File: config.mk
export PLATFORM = sky130hd
export DESIGN_NAME = fifo_read_serializer
export DESIGN_NICKNAME = d
export VERILOG_FILES = /design/src/rtl/fifo_read_serializer_pkg.sv /design/src/rtl/fifo_read_serializer.sv
export SDC_FILE = /design/constraint.sdc
export NUM_CORES = 1
export LEC_CHECK = 0
export BUFFER_PORTS_ARGS = -buffer_cell sky130_fd_sc_hd__clkbuf_2
export CORE_MARGIN = 1.5
export CORE_UTILIZATION = 55
export DETAILED_ROUTE_END_ITERATION = 16
export PLACE_DENSITY = 0.84
export SYNTH_ARGS = -nofsm -noshare
export SYNTH_HDL_FRONTEND = slang
export SYNTH_SLANG_ARGS = --single-unit
File: constraint.sdc
create_clock -name clk -period 2.81 [get_ports clk]
set_input_delay 0 -clock clk [delete_from_list [all_inputs] [get_ports clk]]
set_output_delay 0 -clock clk [all_outputs]
set_load 0.05 [all_outputs]
File: src/rtl/fifo_read_serializer_pkg.sv
// -----------------------------------------------------------------------------
// fifo_read_serializer_pkg
// Shared definitions for the FIFO read-side serializer:
//   - FSM state encoding (IDLE / POP / LOAD / SEND)
//   - helpers that derive the beat count per word and the beat counter width
// Imported by the serializer RTL and by its testbench.
// -----------------------------------------------------------------------------
package fifo_read_serializer_pkg;

  typedef logic [1:0] state_t;

  localparam state_t ST_IDLE = 2'd0;
  localparam state_t ST_POP  = 2'd1;
  localparam state_t ST_LOAD = 2'd2;
  localparam state_t ST_SEND = 2'd3;

  // Number of OUT_WIDTH beats carried by one DATA_WIDTH word.
  function automatic int calc_beats(input int data_w, input int out_w);
    return data_w / out_w;
  endfunction

  // Beat counter width: clog2(beats), never less than one bit.
  function automatic int calc_cnt_w(input int beats);
    return (beats > 1) ? $clog2(beats) : 1;
  endfunction

endpackage

File: src/rtl/fifo_read_serializer.sv
// -----------------------------------------------------------------------------
// fifo_read_serializer
// Drains a synchronous FIFO one word at a time and streams each word out as
// DATA_WIDTH/OUT_WIDTH beats on a valid/ready interface.
//
// Ports:
//   clk            system clock, rising edge
//   rst            asynchronous active-low reset
//   enable         permission to start popping new words
//   fifo_empty     FIFO empty flag
//   fifo_data_out  FIFO read data, valid the cycle after a pop
//   fifo_cs        FIFO chip select (high only in POP)
//   fifo_rd_en     FIFO read enable (high only in POP)
//   out_valid      beat valid
//   out_ready      downstream ready
//   out_data       current beat
//   out_last       final beat of the current word
//   busy           high whenever the FSM is not IDLE
// -----------------------------------------------------------------------------
module fifo_read_serializer
  import fifo_read_serializer_pkg::*;
#(
  parameter int DATA_WIDTH = 32,
  parameter int OUT_WIDTH  = 8,
  parameter bit MSB_FIRST  = 1'b1
) (
  input  logic                  clk,
  input  logic                  rst,
  input  logic                  enable,
  input  logic                  fifo_empty,
  input  logic [DATA_WIDTH-1:0] fifo_data_out,
  output logic                  fifo_cs,
  output logic                  fifo_rd_en,
  output logic                  out_valid,
  input  logic                  out_ready,
  output logic [OUT_WIDTH-1:0]  out_data,
  output logic                  out_last,
  output logic                  busy
);

  localparam int BEATS = calc_beats(DATA_WIDTH, OUT_WIDTH);
  localparam int CNT_W = calc_cnt_w(BEATS);
  localparam logic [CNT_W-1:0] LAST_CNT = CNT_W'(BEATS - 1);

  state_t                state_q, state_d;
  logic [DATA_WIDTH-1:0] shift_q, shift_d;
  logic [CNT_W-1:0]      cnt_q, cnt_d;

  logic                  start_ok;
  logic                  xfer;
  logic                  last_beat;
  logic [OUT_WIDTH-1:0]  head;

  assign start_ok  = enable && !fifo_empty;
  assign xfer      = (state_q == ST_SEND) && out_ready;
  assign last_beat = (cnt_q == LAST_CNT);

  // The beat on the wire is always the slice at the send end of the shift
  // register; shifting toward that end exposes the next slice.
  assign head = MSB_FIRST ? shift_q[DATA_WIDTH-1 -: OUT_WIDTH]
                          : shift_q[OUT_WIDTH-1:0];

  // State register
  always_ff @(posedge clk or negedge rst) begin
    if (!rst) begin
      state_q <= ST_IDLE;
    end else begin
      state_q <= state_d;
    end
  end

  // Next-state logic
  always_comb begin
    state_d = state_q;
    case (state_q)
      ST_IDLE: if (start_ok) state_d = ST_POP;
      ST_POP:  state_d = ST_LOAD;
      ST_LOAD: state_d = ST_SEND;
      ST_SEND: begin
        // Chaining straight into POP on the final beat keeps throughput at
        // BEATS+2 cycles per word.
        if (xfer && last_beat) begin
          state_d = start_ok ? ST_POP : ST_IDLE;
        end
      end
      default: state_d = ST_IDLE;
    endcase
  end

  // Outputs decode the state directly so the FIFO sees cs/rd_en in the same
  // cycle the FSM is in POP.
  always_comb begin
    fifo_cs    = (state_q == ST_POP);
    fifo_rd_en = (state_q == ST_POP);
    out_valid  = (state_q == ST_SEND);
    out_last   = (state_q == ST_SEND) && last_beat;
    out_data   = (state_q == ST_SEND) ? head : '0;
    busy       = (state_q != ST_IDLE);
  end

  // Shift register and beat counter next-state
  always_comb begin
    shift_d = shift_q;
    cnt_d   = cnt_q;
    if (state_q == ST_LOAD) begin
      shift_d = fifo_data_out;
      cnt_d   = '0;
    end else if (xfer && !last_beat) begin
      shift_d = MSB_FIRST ? (shift_q << OUT_WIDTH) : (shift_q >> OUT_WIDTH);
      cnt_d   = cnt_q + 1'b1;
    end
  end

  always_ff @(posedge clk or negedge rst) begin
    if (!rst) begin
      shift_q <= '0;
      cnt_q   <= '0;
    end else begin
      shift_q <= shift_d;
      cnt_q   <= cnt_d;
    end
  end

endmodule

Yosys cells after proc, flatten, opt, wreduce, memory -nomap -nowiden --
Cells that the tools add are included.
Storage, ports and cells: input bits 37, output and inout bits 13, register bits 36, logic and storage cells 30
Operators by class: reductions and logical operators 11, muxes and demuxes 9, equal/unequal tests 6, add/subtract/negate cells 1
Operators with widths (number):
- two-way mux 32 bit | 2
- two-way mux 2 bit | 4
- two-way mux 8 bit | 1
- one-hot mux 2 bit (4 select lines) | 1
- == test 2 bit, second input constant | 3
- logical AND 1 bit | 5
- nonzero test 2 bit | 2
- adder 2 x 1 -> 2 bit, second input constant | 1
- == test 2 x 1 -> 1 bit, second input constant | 1
- zero test 1 bit | 2
- zero test 2 bit | 1
- inequality test 2 x 1 -> 1 bit, second input constant | 1
- inequality test 2 bit, second input constant | 1
- AND reduction 2 bit | 1
- two-way mux 1 bit | 1

Logic depth before layout (Yosys ltp) --
Gate-level depths: netlist (run 1).
word-level depth 5, gate-level depth with buffers 6, gate-level depth less buffers 5

Worst setup path before layout (run 1) --
No wires, ideal clock.
path type flip-flop to flip-flop, from register state_q[1], to register shift_q[15], buffers on the path 2, arrival 1540 ps, period minus slack after synthesis 1672 ps, setup time 132 ps, required time 2678 ps, slack 1138 ps, cell stages (with the launch flop) 7, cells stage by stage dfrtp_1 ha_1 nand3b_1 buf_6 buf_8 mux2i_1 o21ai_1
On the way: longest elaborated chain between the ends 4, elaborated cells between the ends (all ways) 6, classes of those cells eq/ne (2); mux (1); reduce/logical (3)
Ends and longest elaborated chain:
- from (decl) | line fifo_read_serializer.sv:45 | state_t state_q, state_d;
- from (signal assigned) | line fifo_read_serializer.sv:68 | state_q <= state_d;
- == test 2 bit
- net out_valid | line fifo_read_serializer.sv:34 | output logic out_valid,
- logical AND 1 bit | line fifo_read_serializer.sv:55 | assign xfer = (state_q == ST_SEND) && out_ready;
- logical AND 1 bit | line fifo_read_serializer.sv:108 | end else if (xfer && !last_beat) begin
- nonzero test 2 bit (no line)
- to (signal assigned) | line fifo_read_serializer.sv:119 | shift_q <= shift_d;
- to (decl) | line fifo_read_serializer.sv:46 | logic [DATA_WIDTH-1:0] shift_q, shift_d;
The timed path passes the listed nets, and every way through them passes these cells. A chain may end at the register's enable or synchronous reset.

Worst setup path in the final report (run 1) --
from register state_q[1], to register shift_q[10]
On the way: longest elaborated chain between the ends 4, elaborated cells between the ends (all ways) 6, classes of those cells eq/ne (2); mux (1); reduce/logical (3)
Ends and longest elaborated chain (line):
- == test 2 bit | fifo_read_serializer.sv:55
- logical AND 1 bit | fifo_read_serializer.sv:55
- logical AND 1 bit | fifo_read_serializer.sv:108
- nonzero test 2 bit (no line)
Parallel ways exist; a longest one is shown, timed or not.

==> insert_results.sql, run 1 <==
INSERT INTO impl_metrics (metric_group, metric, value, unit) VALUES
('sta', 'layout_worst_path_cycle_share', '66.40', '%'),
('clock_network', 'cts.reportedPaths.clkPinSlew', '0.10', 'ns'),
('final_layout', 'layout-drive-gt1-share', '23.83', '%'),
('sta', 'fin_setup_tns', '0', 'ns'),
('synth', 'synthesis.nets', '220', ''),
('status', 'outcome', 'finished, final reports clean', ''),
('global_route', 'grt_max_degree', '49', ''),
('route', 'vias', '1490', ''),
('synth', 'synth_cell_types', '25', ''),
('critical_path', 'worstSetupStartpointType', 'register', ''),
('route', 'antenna_violating_nets_post_route', '0', ''),
('critical_path', 'worst_setup_path_end_kind', 'register', ''),
('clock_network', 'clock_path_buffers', '2', ''),
('synth', 'synth_area', '1785', 'µm²'),
('clock_network', 'cts_num_sinks', '36', ''),
('floorplanning', 'die_height', '59.98', 'µm'),
('pwr', 'power.density', '991.0', 'nW/µm²'),
('sta', 'timing.max_slew.rel_slack', '43.70', '%'),
('final_layout', 'syn_to_final_growth', '34.55', '%'),
('clock_network', 'cts_tree', 'yes', ''),
('sta', 'finalHoldViolCount', '0', ''),
('route', 'drt_pass1_iterations', '5', ''),
('floorplanning', 'placement_rows', '20', ''),
('synth', 'synth.ff_latch_count', '36', ''),
('sta', 'timing.fmax', '0.5359', 'GHz'),
('route', 'wl', '3.873', 'mm'),
('route', 'detail_route.vias_per_cell', '4.967', ''),
('pwr', 'power_leakage', '0.001286', 'µW'),
('critical_path', 'critPathMaxFanout', '34', ''),
('synth', 'synth_area_per_cell', '10.09', 'µm²'),
('critical_path', 'crit_path_top_delay_cell', 'dfrtp_1', ''),
('critical_path', 'critPathArrivalTime', '2.08', 'ns'),
('global_route', 'grt_use_total', '24.95', '%'),
('synth', 'syn_inst', '177', ''),
('clock_network', 'clk_root_buffer_cell', 'clkbuf_4', ''),
('critical_path', 'required', '3.02', 'ns'),
('floorplanning', 'design.portCount', '50', ''),
('final_layout', 'final_nets', '298', ''),
('floorplanning', 'coreArea', '3078', 'µm²'),
('sta', 'timing.final.setup_violations', '0', ''),
('pwr', 'vdd_drop_max', '0.0005257', 'V'),
('floorplanning', 'floorplan.die.width', '59.98', 'µm'),
('route', 'initialDrtViolationCount', '47', ''),
('final_layout', 'n_antenna_cell', '0', ''),
('clock_network', 'cts-hold-fix-buffers', '33', ''),
('placement', 'routabilityCongestion', '0.8887', ''),
('route', 'routed_wire_length_per_instance', '12.91', 'µm'),
('clock_network', 'cts-buffers-inserted', '5', ''),
('critical_path', 'path_class', 'reg -> reg', ''),
('global_route', 'number_of_antenna_violations_at_the_first_check_in_global_routing', '0', ''),
('sta', 'final.setup_skew', '0.007384', 'ns'),
('clock_network', 'post-cts-setup-buffer-count', '0', ''),
('sta', 'grt_setup_unrepaired', 'false', ''),
('global_route', 'grt_first_pass_wirelength', '6.472', 'mm'),
('route', 'drcViolationCount', '0', ''),
('global_route', 'overflow', '0', ''),
('final_layout', 'mostFrequentLayoutCells', '49 x clkbuf_2, 40 x nand2_1, 36 x dfrtp_1', ''),
('clock_network', 'clk_latency', '0.34', 'ns'),
('run', 'cap_violations', '0', ''),
('critical_path', 'worstPathCellList', 'ha_1, nand3b_1, buf_4, mux2i_1, o21ai_0', ''),
('critical_path', 'timing.critical_path.slowest_cell_delay', '0.44', 'ns'),
('floorplanning', 'full_die_area', '3597', 'µm²'),
('sta', 'final_max_slew_viol_count', '0', ''),
('final_layout', 'layout.cells.most_common', 'clkbuf_2', ''),
('min_path', 'hp-class', 'in -> reg', ''),
('clock_network', 'cts_resized', '0', ''),
('placement', 'io_buffers', '49', ''),
('global_route', 'first_global_vias', '1484', ''),
('pwr', 'total_power', '2381', 'µW'),
('synth', 'seq_area_frac_synth', '50.46', '%'),
('sta', 'worst_pin_slew', '0.8445', 'ns'),
('sta', 'period_minus_ws_final', '1.866', 'ns'),
('placement', 'detailedPlacementHpwl', '2.352', 'mm'),
('floorplanning', 'start_util', '58.01', '%'),
('synth', 'synthesis.yosys.warnings', '0', ''),
('clock_network', 'clock_tree.htree_level_count', '2', '');
## final timing paths
path | start | endpoint | depth (start not counted) | slack, ns
max | state_q[1] | shift_q[10] | 5 | 0.94
min | enable | state_q[0] | 3 | 0.02
max reg2reg | state_q[1] | shift_q[10] | 5 | 0.94
min reg2reg | shift_q[7] | shift_q[7] | 2 | 0.54
max in group asynchronous | rst | state_q[0] | 2 | 1.99
min in group asynchronous | rst | shift_q[27] | 2 | 0.30
## metrics by stage
| stage | setup slack [ns] | instances | utilization [%] | hold WS [ns] | instance area (µm²) |
|---|---|---|---|---|---|
| floorplan | 1.138 | 177 | - | -0.2956 | 1785 |
| global placement | 1.043 | 259 | 65.28 | 0.1555 | 2009 |
| detailed placement | 0.9655 | 259 | 65.28 | 0.1439 | 2009 |
| CTS | 0.9452 | 300 | 78.05 | 0.01736 | 2402 |
| global route | 0.8339 | 300 | 78.05 | 0.03957 | 2402 |
| finish | 0.9441 | 300 | 78.05 | 0.02158 | 2402 |
## worst max-delay path, delay by kind of cell, from the launching register on
family                   cells  cell delay (ns)
AND/OR/NAND/NOR              1             0.15
multiplexers                 1             0.25
buffers and inverters        1             0.44
adder cells (fa/ha/maj)      1             0.35
flip-flops                   1             0.44
AO/OA/AOI/OAI                1             0.10
## kinds of logic (layout without fill, tap and decap cells)
kind of cell             Yosys count  count (layout)  synth area share [%]
AND/OR/NAND/NOR                   54              54                 13.03
AO/OA/AOI/OAI                     37              37                 11.07
flip-flops                        36              36                 50.46
multiplexers                      26              26                 14.65
buffers and inverters             17              96                 6.096
adder cells (fa/ha/maj)            6               6                 4.205
XOR/XNOR                           1               1                0.4906
## per-layer routing
| metal | track usage, % | up-vias | wire [µm] |
|---|---|---|---|
| met2 | 42.55 | 48 | 1948 |
| met1 | 29.97 | 694 | 1732 |
| li1 | - | 746 | - |
| met4 | 8.571 | 0 | 24 |
| met3 | 7.359 | 2 | 169 |
| met5 | 0 | - | 0 |
## sequential cells by signal, indices dropped and copies added (netlist names)
name and count:
shift_q 32, state_q 2, cnt_q 2
## cells in the mapped netlist
cell type,n,area share (%)
a21boi_0,1,0.42
nand2_1,40,8.4
mux2_2,1,0.63
xor2_1,1,0.49
and2_1,8,2.8
inv_1,4,0.84
clkbuf_8,1,0.77
a311oi_1,1,0.49
nor2_1,3,0.63
buf_6,1,0.63
dfrtp_1,36,50
o21ai_1,20,5.6
a21oi_1,1,0.28
ha_1,6,4.2
a2bb2oi_1,1,0.49
clkbuf_1,7,1.5
nand3b_1,1,0.42
and2_2,1,0.42
mux2i_1,25,14
buf_8,2,1.7
nand2b_1,1,0.35
buf_2,1,0.28
buf_4,1,0.42
o21ai_0,12,3.4
a211oi_1,1,0.42
## power breakdown
group          switching [µW]  internal, µW
registers                 143           765
clock network             170           122
logic                     748           432
total                    1060          1320
## layout make-up
class,count,area [µm²]
fill,216,675.6
clock inverter,1,7.507
multi-input combinational,124,778.2
inverter,4,15.01
sequential,36,900.9
clock buffer,7,55.05
tap,44,55.05
timing repair buffer,84,590.6
Power figures use the tool's default switching activity.
==> run 2, diff against run 1 <==
- CORE_UTILIZATION: 55 -> 51
- PLACE_DENSITY: 0.84 -> 0.78
- clock period: 2.81 -> 1.9 ns (I/O delays scaled with it)
==> run 2 against run 1 <==
Against the previous run: combinational power rose by 53%; largest cell class unchanged; total power rose by 48%; sequential share of layout area fell by 0.29 points; setup slack got worse by 0.67 ns; non-clock buffer count rose by 1; final cell count rose by 0.67%; design area rose by 0.78%; register-to-register slack got worse by 0.59 ns; utilization fell by 5.5 points; via count fell by 1.6%; global-route usage fell by 3.2 points.
==> insert_results.sql, run 2 (synthesis results as in run 1) <==
INSERT INTO impl_metrics (metric_group, metric, value, unit) VALUES
('status', 'outcome', 'finished, final reports clean', ''),
('floorplanning', 'die_height', '62.17', 'µm'),
('sta', 'layout_worst_path_cycle_share', '85.60', '%'),
('min_path', 'worst_hold_path.endpoint', 'state_q[0]', ''),
('pwr', 'clock_power_share', '10.8', '%'),
('sta', 'worst_slack', '0.2737', 'ns'),
('pwr', 'power.density', '1453', 'nW/µm²'),
('final_layout', 'syn_to_final_growth', '35.60', '%'),
('critical_path', 'rr_startpoint', 'state_q[1]', ''),
('floorplanning', 'floorplan.die.width', '62.17', 'µm'),
('final_layout', 'layout.cells.most_common', 'clkbuf_2', ''),
('sta', 'grt_setup_unrepaired', 'false', ''),
('global_route', 'overflow', '0', ''),
('critical_path', 'timing.critical_path.max_delay_family', 'buffers and inverters', ''),
('clock_network', 'clock_path_buffers', '2', ''),
('floorplanning', 'coreArea', '3337', 'µm²'),
('clock_network', 'cts_num_sinks', '36', ''),
('clock_network', 'clk_root_buffer_cell', 'clkbuf_4', ''),
('critical_path', 'worst_r2r_endpoint', 'shift_q[12]', ''),
('sta', 'fin_setup_tns', '0', 'ns'),
('run', 'cap_violations', '0', ''),
('floorplanning', 'start_util', '53.51', '%'),
('global_route', 'number_of_antenna_violations_at_the_first_check_in_global_routing', '0', ''),
('route', 'wl', '3.851', 'mm'),
('final_layout', 'regMostFlops', 'shift_q', ''),
('critical_path', 'timing.reg2reg.worst_path_depth', '5', ''),
('critical_path', 'register_to_register_setup_slack', '0.35', 'ns'),
('floorplanning', 'placement_rows', '21', ''),
('critical_path', 'worstPathCellList', 'ha_1, buf_4, and2_1, clkbuf_2', ''),
('sta', 'final_max_slew_viol_count', '0', ''),
('clock_network', 'cts-hold-fix-buffers', '33', ''),
('floorplanning', 'design.portCount', '50', ''),
('placement', 'detailedPlacementHpwl', '2.353', 'mm'),
('sta', 'final.setup_skew', '0.003108', 'ns'),
('route', 'initialDrtViolationCount', '108', ''),
('sta', 'period_minus_ws_final', '1.626', 'ns'),
('floorplanning', 'full_die_area', '3865', 'µm²'),
('route', 'drcViolationCount', '0', ''),
('clock_network', 'cts-buffers-inserted', '5', ''),
('global_route', 'grt_first_pass_wirelength', '6.617', 'mm'),
('global_route', 'first_global_vias', '1463', ''),
('clock_network', 'cts_resized', '0', ''),
('pwr', 'power.switching', '1561', 'µW'),
('final_layout', 'layout-drive-gt1-share', '23.83', '%'),
('min_path', 'worst_hold_path.num_cells', '3', ''),
('sta', 'finalHoldViolCount', '0', ''),
('route', 'detail_route.vias_per_cell', '4.854', ''),
('critical_path', 'worst_setup_path_end_kind', 'output port', ''),
('critical_path', 'required', '1.90', 'ns'),
('clock_network', 'cts_tree', 'yes', ''),
('final_layout', 'largest_register_ffs', '32', ''),
('clock_network', 'cts.reportedPaths.clkPinSlew', '0.10', 'ns'),
('global_route', 'grt_max_degree', '67', ''),
('pwr', 'netSwitchingFraction', '44.38', '%'),
('min_path', 'hold_path_startpoint', 'enable', ''),
('final_layout', 'n_antenna_cell', '0', ''),
('final_layout', 'biggestRegsByFlops', 'shift_q: 32 flops, cnt_q: 2 flops, state_q: 2 flops', ''),
('critical_path', 'path_class', 'reg -> out', ''),
('final_layout', 'final_nets', '299', ''),
('clock_network', 'post-cts-setup-buffer-count', '0', ''),
('critical_path', 'crit_path_top_delay_cell', 'dfrtp_1', ''),
('sta', 'timing.max_slew.rel_slack', '42.44', '%'),
('min_path', 'hp-class', 'in -> reg', ''),
('route', 'antenna_violating_nets_post_route', '0', ''),
('clock_network', 'clk_latency', '0.34', 'ns'),
('final_layout', 'n_fill_cell', '244', ''),
('route', 'vias', '1466', ''),
('placement', 'routabilityCongestion', '0.7705', ''),
('pwr', 'comb_power_share', '51.1', '%'),
('route', 'routed_wire_length_per_instance', '12.75', 'µm'),
('critical_path', 'bufs_and_invs_on_worst_path', '2', ''),
('critical_path', 'timing.critical_path.slowest_cell_delay', '0.43', 'ns'),
('sta', 'timing.final.setup_violations', '0', ''),
('sta', 'timing.fmax', '0.6149', 'GHz'),
('final_layout', 'mostFrequentLayoutCells', '49 x clkbuf_2, 40 x nand2_1, 36 x dfrtp_1', ''),
('critical_path', 'critPathMaxFanout', '8', ''),
('pwr', 'vdd_drop_max', '0.0007554', 'V'),
('critical_path', 'critPathArrivalTime', '1.63', 'ns'),
('clock_network', 'clock_tree.htree_level_count', '2', ''),
('global_route', 'grt_use_total', '21.73', '%'),
('route', 'drt_pass1_iterations', '4', ''),
('critical_path', 'worstSetupStartpointType', 'register', ''),
('sta', 'worst_pin_slew', '0.8634', 'ns'),
('placement', 'io_buffers', '49', ''),
('pwr', 'power_leakage', '0.001297', 'µW'),
('final_layout', 'final_core_util', '72.55', '%'),
('pwr', 'seq_power_share', '38.1', '%'),
('placement', 'post-place-ws', '0.3552', 'ns'),
('pwr', 'power.internal', '1957', 'µW');
run 2: cell types whose count changed in the layout (fill, tap and decap cells not counted), sizes merged:
cell      change
buf           +1
clkbuf        -1
clkinv        +1
clkinvlp      -1
run 2: final cells by class:
type | instances | area [µm²] | share of cell area (%)
Sequential cell | 36 | 900.9 | 37.21
Clock inverter | 1 | 5.005 | 0.2067
Tap cell | 46 | 57.56 | 2.377
Multi-Input combinational cell | 124 | 778.2 | 32.14
Clock buffer | 6 | 41.29 | 1.705
Timing Repair Buffer | 85 | 623.1 | 25.74
Inverter | 4 | 15.01 | 0.6202
run 2: metrics by stage:
step	hold slack [ns]	instance area [µm²]	total power (µW)	std cells
global placement	0.1567	2044	3030	262
CTS	0.01563	2421	3531	302
global route	0.04430	2421	3802	302
floorplan	-0.2956	1785	2729	177
finish	0.01629	2421	3518	302
detailed placement	0.1541	2044	3108	262
run 2: power by group through the flow:
stage	Sequential, µW	Clock (µW)	Combinational (µW)
after floorplan	1280	0	1450
after global placement	1330	0	1700
after detailed placement	1360	0	1750
after CTS	1340	383	1810
after global routing	1380	421	2000
final	1340	380	1800
run 2: worst max path at each step:
| stage | cells past startpoint | start | to |
|---|---|---|---|
| 2_1_floorplan | 6 | state_q[1] | shift_q[15] |
| 3_3_place_gp | 4 | state_q[0] | state_q[1] |
| 3_5_place_dp | 5 | state_q[1] | shift_q[12] |
| 4_1_cts | 4 | state_q[1] | out_data[0] |
| 5_1_grt | 4 | state_q[1] | out_data[5] |
| 6_report | 4 | state_q[1] | out_data[5] |
run 2: worst register-to-register path, cell delays in order, from the launching register on:
cell	delay [ns]
dfrtp_1	0.44
ha_1	0.26
nand3b_1	0.16
buf_12	0.24
mux2i_1	0.26
o21ai_1	0.08
run 2: layer usage:
layer  vias up  GRT usage [%]  share of wire [%]
li1        747              -                  -
met1       670          27.83                 45
met2        43          36.68                 49
met5         -              0                  0
met4         0          6.667                1.2
met3         6          5.254                5.2
==> run 3, diff against run 2 <==
==> constraint.sdc (replaced) <==
create_clock -name clk -period 1.9 [get_ports clk]
set_input_delay 0.095 -clock clk [delete_from_list [all_inputs] [get_ports clk]]
set_output_delay 0.095 -clock clk [all_outputs]
set_load 0.05 [all_outputs]
==> run 3 against run 2 <==
Against the previous run: design area increased by 0.98%; worst hold slack better by 0.084 ns; combinational power is essentially flat; total power rose by 0.83%; via count fell by 1.6%; fmax is 4.6% lower; final cell count rose by 0.66%; critical path type unchanged; critical endpoint is now out_data[2]; largest cell class unchanged.
==> insert_results.sql, run 3 (synthesis results as in run 1) <==
INSERT INTO impl_metrics (metric_group, metric, value, unit) VALUES
('status', 'outcome', 'finished, final reports clean', ''),
('critical_path', 'critPathArrivalTime', '1.61', 'ns'),
('global_route', 'number_of_antenna_violations_at_the_first_check_in_global_routing', '0', ''),
('floorplanning', 'die_height', '62.17', 'µm'),
('critical_path', 'worstSetupStartpointType', 'register', ''),
('sta', 'fin_setup_tns', '0', 'ns'),
('placement', 'detailedPlacementHpwl', '2.213', 'mm'),
('final_layout', 'layout-drive-gt1-share', '24.42', '%'),
('placement', 'routabilityCongestion', '0.7984', ''),
('route', 'top_signal_layer_used', 'met4', ''),
('pwr', 'clock_power_share', '12.2', '%'),
('final_layout', 'final_nets', '300', ''),
('critical_path', 'critPathMaxFanout', '8', ''),
('sta', 'finalHoldViolCount', '0', ''),
('critical_path', 'crit_path_top_delay_cell', 'dfrtp_1', ''),
('critical_path', 'register_to_register_setup_slack', '0.39', 'ns'),
('sta', 'final.setup_skew', '0.007428', 'ns'),
('final_layout', 'n_antenna_cell', '0', ''),
('final_layout', 'regMostFlops', 'shift_q', ''),
('pwr', 'vdd_drop_max', '0.0007398', 'V'),
('clock_network', 'post-cts-setup-buffer-count', '0', ''),
('sta', 'worst_pin_slew', '0.4402', 'ns'),
('sta', 'timing.fmax', '0.5863', 'GHz'),
('global_route', 'first_global_vias', '1436', ''),
('route', 'routed_wire_length_per_instance', '12.27', 'µm'),
('final_layout', 'largest_register_ffs', '32', ''),
('route', 'vias', '1442', ''),
('final_layout', 'syn_to_final_growth', '36.93', '%'),
('global_route', 'overflow', '0', ''),
('clock_network', 'clock_path_buffers', '2', ''),
('min_path', 'hp-class', 'in -> reg', ''),
('route', 'antenna_violating_nets_post_route', '0', ''),
('route', 'wl', '3.730', 'mm'),
('critical_path', 'required', '1.80', 'ns'),
('run', 'cap_violations', '0', ''),
('floorplanning', 'design.portCount', '50', ''),
('sta', 'period_minus_ws_final', '1.706', 'ns'),
('clock_network', 'cts_resized', '0', ''),
('global_route', 'grt_use_total', '21.04', '%'),
('pwr', 'comb_power_share', '50.2', '%'),
('floorplanning', 'start_util', '53.51', '%'),
('pwr', 'power_leakage', '0.001305', 'µW'),
('route', 'drt-met1-wl', '1.743', 'mm'),
('clock_network', 'cts_num_sinks', '36', ''),
('critical_path', 'path_class', 'reg -> out', ''),
('floorplanning', 'placement_rows', '21', ''),
('route', 'drcViolationCount', '0', ''),
('critical_path', 'bufs_and_invs_on_worst_path', '2', ''),
('global_route', 'grt_max_degree', '67', ''),
('clock_network', 'clock_tree.htree_level_count', '2', ''),
('pwr', 'power.switching', '1545', 'µW'),
('sta', 'timing.final.setup_violations', '0', ''),
('floorplanning', 'full_die_area', '3865', 'µm²'),
('pwr', 'power.internal', '2002', 'µW'),
('final_layout', 'mostFrequentLayoutCells', '49 x clkbuf_2, 40 x nand2_1, 36 x dfrtp_1', ''),
('sta', 'final_max_slew_viol_count', '0', ''),
('route', 'detail_route.vias_per_cell', '4.743', ''),
('critical_path', 'worstPathCellList', 'ha_1, buf_4, and2_1, clkbuf_2', ''),
('floorplanning', 'floorplan.die.width', '62.17', 'µm'),
('final_layout', 'layout.cells.most_common', 'clkbuf_2', ''),
('clock_network', 'cts.reportedPaths.clkPinSlew', '0.10', 'ns'),
('route', 'wl_met2', '1.732', 'mm'),
('global_route', 'grt_first_pass_wirelength', '6.320', 'mm'),
('critical_path', 'worst_setup_path_end_kind', 'output port', ''),
('sta', 'grt_setup_unrepaired', 'false', ''),
('final_layout', 'final_core_util', '73.27', '%'),
('final_layout', 'biggestRegsByFlops', 'shift_q: 32 flops, cnt_q: 2 flops, state_q: 2 flops', ''),
('clock_network', 'clk_root_buffer_cell', 'clkbuf_4', ''),
('critical_path', 'timing.critical_path.slowest_cell_delay', '0.42', 'ns'),
('clock_network', 'cts_tree', 'yes', ''),
('sta', 'layout_worst_path_cycle_share', '89.76', '%'),
('sta', 'hold_ws', '0.1001', 'ns'),
('route', 'drt_pass1_iterations', '4', ''),
('pwr', 'seq_power_share', '37.6', '%'),
('critical_path', 'timing.critical_path.max_delay_family', 'buffers and inverters', ''),
('pwr', 'power.density', '1451', 'nW/µm²'),
('pwr', 'netSwitchingFraction', '43.56', '%'),
('sta', 'timing.max_slew.rel_slack', '70.65', '%'),
('floorplanning', 'coreArea', '3337', 'µm²'),
('clock_network', 'cts-buffers-inserted', '5', ''),
('clock_network', 'clk_latency', '0.35', 'ns'),
('route', 'route.met3.wl', '154', 'µm'),
('placement', 'io_buffers', '49', ''),
('route', 'initialDrtViolationCount', '58', ''),
('final_layout', 'n_fill_cell', '234', '');
run 3: changes by cell type in the layout (fill, tap and decap cells not counted):
cell / before / now
buf_4: 1 / 2
clkbuf_8: 0 / 1
clkinv_2: 1 / 0
clkinvlp_4: 0 / 1
run 3: worst paths after layout:
check / cells after the start / startpoint / to
min in group asynchronous: 3 / rst / shift_q[27]
max reg2reg: 5 / state_q[1] / shift_q[12]
max in group asynchronous: 3 / rst / cnt_q[1]
max: 4 / state_q[1] / out_data[2]
min reg2reg: 2 / shift_q[0] / shift_q[0]
min: 3 / enable / state_q[0]
run 3: through the flow:
stage | cells | setup WS [ns] | total power, µW | instance area [µm²]
final | 304 | 0.1945 | 3547 | 2445
after global routing | 304 | 0.07318 | 3833 | 2445
after CTS | 304 | 0.1820 | 3572 | 2445
after detailed placement | 263 | 0.3969 | 3090 | 2052
after global placement | 263 | 0.4133 | 3031 | 2052
after floorplan | 177 | 0.2047 | 2729 | 1785
run 3: power by group through the flow:
stage	Clock [µW]	Sequential [µW]	Combinational, µW
floorplan	0	1280	1450
global placement	0	1330	1700
detailed placement	0	1350	1740
CTS	444	1330	1790
global route	476	1380	1980
finish	432	1340	1780
run 3: timing repair:
item | CTS | global route
endpoints found under the setup margin | 0 | 0
hold buffers | 33 | 0
endpoints found under the hold margin | 68 | 0
run 3: per-layer routing:
| layer | vias to the layer above | track usage [%] |
|---|---|---|
| met5 | - | 0 |
| met4 | 0 | 10.28 |
| met3 | 11 | 5.254 |
| met2 | 40 | 33.15 |
| met1 | 636 | 27.33 |
| li1 | 755 | - |
run 3: worst reg2reg max path: cells and delay by family (launching register included):
kind / cells / cell delay (ns)
multiplexers: 1 / 0.24
AND/OR/NAND/NOR: 1 / 0.15
AO/OA/AOI/OAI: 1 / 0.08
flip-flops: 1 / 0.43
buffers and inverters: 1 / 0.24
adder cells (fa/ha/maj): 1 / 0.26
run 3: cell type report:
type	count	area, µm²	area share [%]
inverters	4	15.01	0.6141
clock buffers	7	55.05	2.252
well taps	46	57.56	2.354
multi-input cells	124	778.2	31.83
clock inverters	1	7.507	0.3071
repair buffers	86	630.6	25.79
flip-flops and latches	36	900.9	36.85
